[config.mk]
export PLATFORM = sky130hd
export DESIGN_NAME = core7_cpu_5_oci_dct_packer
export DESIGN_NICKNAME = d
export VERILOG_FILES = /design/src/rtl/core7_cpu_5_oci_dct_pkg.sv /design/src/rtl/core7_cpu_5_oci_dct_out_reg.sv /design/src/rtl/core7_cpu_5_oci_dct_packer.sv
export SDC_FILE = /design/constraint.sdc
export NUM_CORES = 1
export LEC_CHECK = 0
export ABC_AREA = 1
export ABC_CLOCK_PERIOD_IN_PS = 3650
export CORE_ASPECT_RATIO = 1.2
export CORE_MARGIN = 5
export CORE_UTILIZATION = 30
export CTS_BUF_LIST = sky130_fd_sc_hd__clkbuf_4 sky130_fd_sc_hd__clkbuf_8
export DETAILED_ROUTE_END_ITERATION = 7
export PLACE_DENSITY_LB_ADDON = 0.12
export REMOVE_ABC_BUFFERS = 1
export SLEW_MARGIN = 0
export SYNTH_ARGS = -nofsm -noshare
export SYNTH_HDL_FRONTEND = slang
export SYNTH_SLANG_ARGS = --single-unit
[constraint.sdc]
create_clock -name clk -period 3.65 [get_ports clk]
set_input_delay 0.9125 -clock clk [delete_from_list [all_inputs] [get_ports clk]]
set_output_delay 0.9125 -clock clk [all_outputs]
set_load 0.1 [all_outputs]
[src/rtl/core7_cpu_5_oci_dct_pkg.sv]
`default_nettype none
// ============================================================================
// Module      : core7_cpu_5_oci_dct_pkg
// Description : Shared constants and types for the cpu_5 OCI direct-branch
//               trace packer: record codes, sizing and the drain FSM states.
// Ports       : none (package)
// Revision    : 1.0 - initial release
// ============================================================================
package core7_cpu_5_oci_dct_pkg;

   // Largest packet the fixed-width ports can carry.
   localparam int DCT_MAX_DEPTH = 15;
   localparam int DCT_DATA_W    = 2 * DCT_MAX_DEPTH;
   localparam int DCT_CNT_W     = 4;
   localparam int DCT_PKT_W     = DCT_DATA_W + DCT_CNT_W;

   // Two-bit branch record codes.
   localparam logic [1:0] DCT_RSVD = 2'b00;
   localparam logic [1:0] DCT_NT   = 2'b01;
   localparam logic [1:0] DCT_TK   = 2'b10;
   localparam logic [1:0] DCT_EXC  = 2'b11;

   typedef enum logic [1:0] {
      ST_RUN   = 2'd0,
      ST_DRAIN = 2'd1,
      ST_ENDED = 2'd2
   } dct_state_t;

   // A record carries trace information unless it uses the reserved code.
   function automatic logic dct_code_valid(input logic [1:0] code);
      return code != DCT_RSVD;
   endfunction

endpackage : core7_cpu_5_oci_dct_pkg
`default_nettype wire

[src/rtl/core7_cpu_5_oci_dct_out_reg.sv]
`default_nettype none
// ============================================================================
// Module      : core7_cpu_5_oci_dct_out_reg
// Description : Single-entry valid/ready holding register for trace packets.
//               load_ok_o tells the producer the slot is free this cycle
//               (empty, or being drained by ready_i on this edge).
// Ports       : clk, reset      - clock, synchronous active-high reset
//               load_i, data_i  - write a new packet (only when load_ok_o)
//               ready_i         - consumer takes the held packet
//               valid_o, data_o - held packet
//               load_ok_o       - slot may be written this cycle
// Revision    : 1.0 - initial release
// ============================================================================
module core7_cpu_5_oci_dct_out_reg
   import core7_cpu_5_oci_dct_pkg::*;
(
   input  logic                 clk,
   input  logic                 reset,
   input  logic                 load_i,
   input  logic [DCT_PKT_W-1:0] data_i,
   input  logic                 ready_i,
   output logic                 valid_o,
   output logic [DCT_PKT_W-1:0] data_o,
   output logic                 load_ok_o
);

   logic                 valid_q;
   logic [DCT_PKT_W-1:0] data_q;

   always_ff @(posedge clk) begin
      if (reset) begin
         valid_q <= 1'b0;
         data_q  <= '0;
      end else if (load_i) begin
         // A load on a draining edge replaces the departing packet in place.
         valid_q <= 1'b1;
         data_q  <= data_i;
      end else if (ready_i) begin
         valid_q <= 1'b0;
      end
   end

   assign valid_o   = valid_q;
   assign data_o    = data_q;
   assign load_ok_o = !valid_q || ready_i;

endmodule : core7_cpu_5_oci_dct_out_reg
`default_nettype wire

[src/rtl/core7_cpu_5_oci_dct_packer.sv]
`default_nettype none
// ============================================================================
// Module      : core7_cpu_5_oci_dct_packer
// Description : Packs 2-bit direct-branch records into a 2*DEPTH-bit
//               accumulator and emits full or flushed packets through a
//               valid/ready output register. Also runs the end-of-test drain
//               (RUN -> DRAIN -> ENDED) and exposes the live accumulator.
// Ports       : clk, reset                  - clock, sync active-high reset
//               in_valid, in_code, in_ready - record input handshake
//               flush                       - emit partial accumulator
//               pkt_valid/ready/data/count  - packet output handshake
//               dct_buffer, dct_count       - live accumulator observation
//               test_end_req                - request end-of-test drain
//               test_ending, test_has_ended - drain status
//               code_err                    - sticky reserved-code flag
// Revision    : 1.0 - initial release
// ============================================================================
module core7_cpu_5_oci_dct_packer
   import core7_cpu_5_oci_dct_pkg::*;
#(
   parameter int DEPTH = 15   // records per packet, 1..15
)(
   input  logic                  clk,
   input  logic                  reset,
   input  logic                  in_valid,
   input  logic [1:0]            in_code,
   output logic                  in_ready,
   input  logic                  flush,
   output logic                  pkt_valid,
   input  logic                  pkt_ready,
   output logic [DCT_DATA_W-1:0] pkt_data,
   output logic [DCT_CNT_W-1:0]  pkt_count,
   output logic [DCT_DATA_W-1:0] dct_buffer,
   output logic [DCT_CNT_W-1:0]  dct_count,
   input  logic                  test_end_req,
   output logic                  test_ending,
   output logic                  test_has_ended,
   output logic                  code_err
);

   localparam logic [DCT_CNT_W-1:0] c_DEPTH      = DCT_CNT_W'(DEPTH);
   localparam logic [DCT_CNT_W-1:0] c_DEPTH_LAST = DCT_CNT_W'(DEPTH - 1);

   dct_state_t             state_q, state_d;
   logic [DCT_DATA_W-1:0]  buf_q, buf_d;
   logic [DCT_CNT_W-1:0]   cnt_q, cnt_d;
   logic                   flush_pend_q, flush_pend_d;
   logic                   code_err_q, code_err_d;

   logic                   accept_w;
   logic                   rec_ok_w;
   logic [DCT_DATA_W-1:0]  ins_w;
   logic [DCT_DATA_W-1:0]  post_buf_w;
   logic [DCT_CNT_W-1:0]   post_cnt_w;
   logic                   flush_req_w;
   logic                   trigger_w;
   logic                   emit_w;
   logic                   load_ok_w;
   logic                   out_valid_w;
   logic [DCT_PKT_W-1:0]   out_data_w;

   // ------------------------------------------------------------------------
   // Input acceptance. Only registered state is used, so pkt_ready never
   // reaches in_ready combinationally. Refusing the record that would fill
   // the accumulator while a packet is still held guarantees the count can
   // never sit at DEPTH: any fill-completing accept is also an emit.
   // ------------------------------------------------------------------------
   assign in_ready = (state_q == ST_RUN) &&
                     !(out_valid_w && (cnt_q >= c_DEPTH_LAST));

   assign accept_w = in_valid && in_ready;
   assign rec_ok_w = accept_w && dct_code_valid(in_code);

   always_comb begin
      ins_w = '0;
      for (int i = 0; i < DCT_MAX_DEPTH; i++) begin
         if (rec_ok_w && (cnt_q == DCT_CNT_W'(i))) begin
            ins_w[2*i +: 2] = in_code;
         end
      end
   end

   // Accumulator as it would be after this cycle's accept, before any emit.
   assign post_buf_w = buf_q | ins_w;
   assign post_cnt_w = cnt_q + {{(DCT_CNT_W-1){1'b0}}, rec_ok_w};

   // A flush seen while the output is blocked is remembered in flush_pend_q.
   assign flush_req_w = flush_pend_q || (flush && (state_q != ST_ENDED));

   assign trigger_w = (post_cnt_w == c_DEPTH) ||
                      (flush_req_w && (post_cnt_w != '0)) ||
                      ((state_q == ST_DRAIN) && (post_cnt_w != '0));

   assign emit_w = trigger_w && load_ok_w;

   always_comb begin
      buf_d        = post_buf_w;
      cnt_d        = post_cnt_w;
      flush_pend_d = flush_req_w && (post_cnt_w != '0);
      code_err_d   = code_err_q || (accept_w && !dct_code_valid(in_code));
      if (emit_w) begin
         buf_d        = '0;
         cnt_d        = '0;
         flush_pend_d = 1'b0;
      end
   end

   always_ff @(posedge clk) begin
      if (reset) begin
         buf_q        <= '0;
         cnt_q        <= '0;
         flush_pend_q <= 1'b0;
         code_err_q   <= 1'b0;
      end else begin
         buf_q        <= buf_d;
         cnt_q        <= cnt_d;
         flush_pend_q <= flush_pend_d;
         code_err_q   <= code_err_d;
      end
   end

   // ------------------------------------------------------------------------
   // Drain FSM. DRAIN waits for both the accumulator and the output register
   // to empty so the last packet has actually left before ENDED is reported.
   // ------------------------------------------------------------------------
   always_ff @(posedge clk) begin
      if (reset) begin
         state_q <= ST_RUN;
      end else begin
         state_q <= state_d;
      end
   end

   always_comb begin
      state_d = state_q;
      unique case (state_q)
         ST_RUN: begin
            if (test_end_req) begin
               state_d = ST_DRAIN;
            end
         end
         ST_DRAIN: begin
            if ((cnt_q == '0) && !out_valid_w) begin
               state_d = ST_ENDED;
            end
         end
         ST_ENDED: begin
            state_d = ST_ENDED;
         end
         default: begin
            state_d = ST_RUN;
         end
      endcase
   end

   // ------------------------------------------------------------------------
   // Output register
   // ------------------------------------------------------------------------
   core7_cpu_5_oci_dct_out_reg u_out_reg (
      .clk       (clk),
      .reset     (reset),
      .load_i    (emit_w),
      .data_i    ({post_cnt_w, post_buf_w}),
      .ready_i   (pkt_ready),
      .valid_o   (out_valid_w),
      .data_o    (out_data_w),
      .load_ok_o (load_ok_w)
   );

   assign pkt_valid      = out_valid_w;
   assign pkt_count      = out_data_w[DCT_PKT_W-1:DCT_DATA_W];
   assign pkt_data       = out_data_w[DCT_DATA_W-1:0];
   assign dct_buffer     = buf_q;
   assign dct_count      = cnt_q;
   assign test_ending    = (state_q == ST_DRAIN);
   assign test_has_ended = (state_q == ST_ENDED);
   assign code_err       = code_err_q;

endmodule : core7_cpu_5_oci_dct_packer
`default_nettype wire

==> out/metrics.yaml <==
synth.area.top_cells: "dfxtp_1, nand2_1, nand3_1"
ys_ff_latch: 73
h-tree-depth: 3
grt_pass1_vias: 2689
period_share_pct: 83.6
firstDrtPassIters: 4
worstReg2RegEnd: "dct_buffer[21]"
numCtsBuffers: 9
max_slew.worst_pin.slew_ps: 974
max_cap_violations: 0
crit_family: "simple AND/OR/NAND/NOR gates"
clockRootBuffer: "clkbuf_8"
ys.flop_type: "dfxtp_1"
synth_most_common_cell: "nand2_1"
place_ws_ps: 213
endpoint_kind: "flop"
synth_top_area_share_pct: 47.7
whs_path_depth: 2
rrSetupSlack_ps: 730
gr-total-overflow: 0
ys_seq_area_share_pct: 47.7
crit_buf_inv: 1
grt_first_pass_wirelength_mm: 13.4
clk_latency_ps: 340
antenna_found_initial: 0
multi_input_area_um2: 1280
hold_end: "u_out_reg.data_o[11]"
cts-resized-gates: 0
netlist_area_um2: 3060
drt_wl_total_mm: 8.19
r2r_start: "dct_count[2]"
start_util_pct: 30.6
post-route-min-period_ps: 3050
place_area_um2: 3870
die_w_um: 102
rsz0062_at_grt: "no"
fmax_ghz: 0.328
async_flop_share_pct: 0
outcome: "finished clean"
pin_count: 81
cts.clk_slew.worst_paths_ps: 80
layout-drive-gt1-share_pct: 13.1
syn_to_final_growth_pct: 33.4
die_h_um: 121
cts_buffer_depth: 2
final_area_um2: 4080
die-area_um2: 12300
cts_tree: "yes"
cts_hold_buf: 0
dp_cells: 599
regArea_um2: 1460
cp.required_ps: 3910
final_cells: 615
synth-edff-count: 0
slew_violations: 0
arrival_ps: 3310
drt-vias-per-instance: 4.40
ys.warnings.count: 0
setup_viol: 0
port_buffers: 80
power_density_nw_per_um2: 634
critPathMaxFanout: 35
postRouteAntennaNets: 0
drt-initial-drc-count: 100
post_cts_buffers: 0
worst_slack_ps: 600
place_congestion: 0.768
hold_viol: 0
ir_drop_mv: 0.599
slowest_delay_ps: 480
path_class: "in2reg"
diodes: 0
synthCells: 408
finalNetCount: 498
path_cells: "clkdlybuf4s50_1 > nor2_1 > nor2_2 > ha_1 > ha_1 > nor2_1 > nand3_1 > o21ai_2 > nand2_2 > nand2_8 > nand2_4 > a21oi_1"
worstRegToRegCells: 14
hpwl_mm: 5.80
grt_max_degree: 36
cts_sinks: 73
vias: 2709
fin_total_pwr_mw: 2.59
slew_headroom_pct: 34.9
num-fill-cells: 1077
rows: 40
skew_ps: 6.91
yosys.area.top_type: "dfxtp_1"
drc: 0
min_path_type: "reg2reg"
synth_commonest_cells: "nand2_1, dfxtp_1, nand3_1, inv_1, nor2_1"
start_kind: "input pin"
leakage_nw: 1.86
avgSynthCellArea_um2: 7.50
track_usage_pct: 13.9
drt-wirelength-per-cell_um: 13.3
synth_cell_types: 24
cpMaxStageDelayCell: "clkdlybuf4s50_1"
core-area_um2: 10000
hold_start: "u_out_reg.data_o[11]"
how the worst max path moves through the flow:
stage / from / end / slack, ps / cells after the start
floorplan: dct_count[2] / dct_buffer[0] / -680 / 14
global placement: in_code[1] / u_out_reg.data_o[29] / 250 / 16
detailed placement: in_code[1] / dct_buffer[21] / 210 / 12
CTS: in_code[1] / dct_buffer[21] / 560 / 12
global route: in_code[1] / u_out_reg.data_o[27] / 290 / 16
finish: in_code[1] / dct_buffer[21] / 600 / 12
logic make-up (layout without fill, tap and decap cells):
logic type | Yosys count | after routing | share of synthesized area (%)
buf+inv | 71 | 152 | 10.4
compound gates | 42 | 42 | 8.38
flops | 73 | 73 | 47.7
simple gates | 216 | 216 | 31.0
fa+ha+maj | 6 | 6 | 2.45
report_power, final:
| part | internal (mW) | switching, mW | total (mW) |
|---|---|---|---|
| registers | 0.847 | 0.0372 | 0.884 |
| clock network | 0.389 | 0.305 | 0.694 |
| logic | 0.208 | 0.801 | 1.01 |
through the flow:
step / hold slack (ps) / util, % / setup TNS [ps]
5_1_grt: 496 / 40.8 / 0
3_3_place_gp: 449 / 38.7 / 0
4_1_cts: 474 / 40.8 / 0
6_report: 468 / 40.8 / 0
3_5_place_dp: 456 / 38.7 / 0
2_1_floorplan: 502 / - / -43720
layout by cell type (no fill, tap or decap), types with 2 or more instances in the layout:
master           Yosys  layout
inv_1               51      51
nand2_1            109     109
clkinv_2             0       3
bufinv_16            0       2
ha_1                 6       6
a21oi_1             24      24
nand2_2              2       2
a21oi_2             10      10
clkdlybuf4s50_1      0      56
o21ai_0              5       5
nor2_1              31      31
nand3_1             66      66
buf_4                0      29
nor2_2               2       2
dfxtp_1             73      73
clkbuf_8             0       9
state kept, by name (all words and copies together), names as in the netlist:
signal             flops
dct_count              4
code_err               1
flush_pend_q           1
state_q                2
u_out_reg.data_o      34
dct_buffer            30
u_out_reg.valid_o      1
cell type report:
class                      instances  area share, %
inverter                          51           4.69
timing repair buffer              85           19.1
multi-input combinational        264           31.4
clock inverter                     6           2.02
clock buffer                      10           3.22
sequential                        73           35.8
tap                              126           3.86
metal layers:
| metal | part of all wire [%] | routed length, µm | GRT usage (%) |
|---|---|---|---|
| met5 | 0 | 0 | 0 |
| met4 | 1.3 | 107 | 5.17 |
| met3 | 4.7 | 383 | 3.06 |
| met2 | 50 | 4080 | 23.1 |
| met1 | 44 | 3620 | 17.3 |
tightest hold or removal path, delay by kind of cell, from the launching register on:
kind	cells	cell delay, ps
flip-flops	1	310
AND/OR/NAND/NOR	2	120
Power figures use the tool's default switching activity.
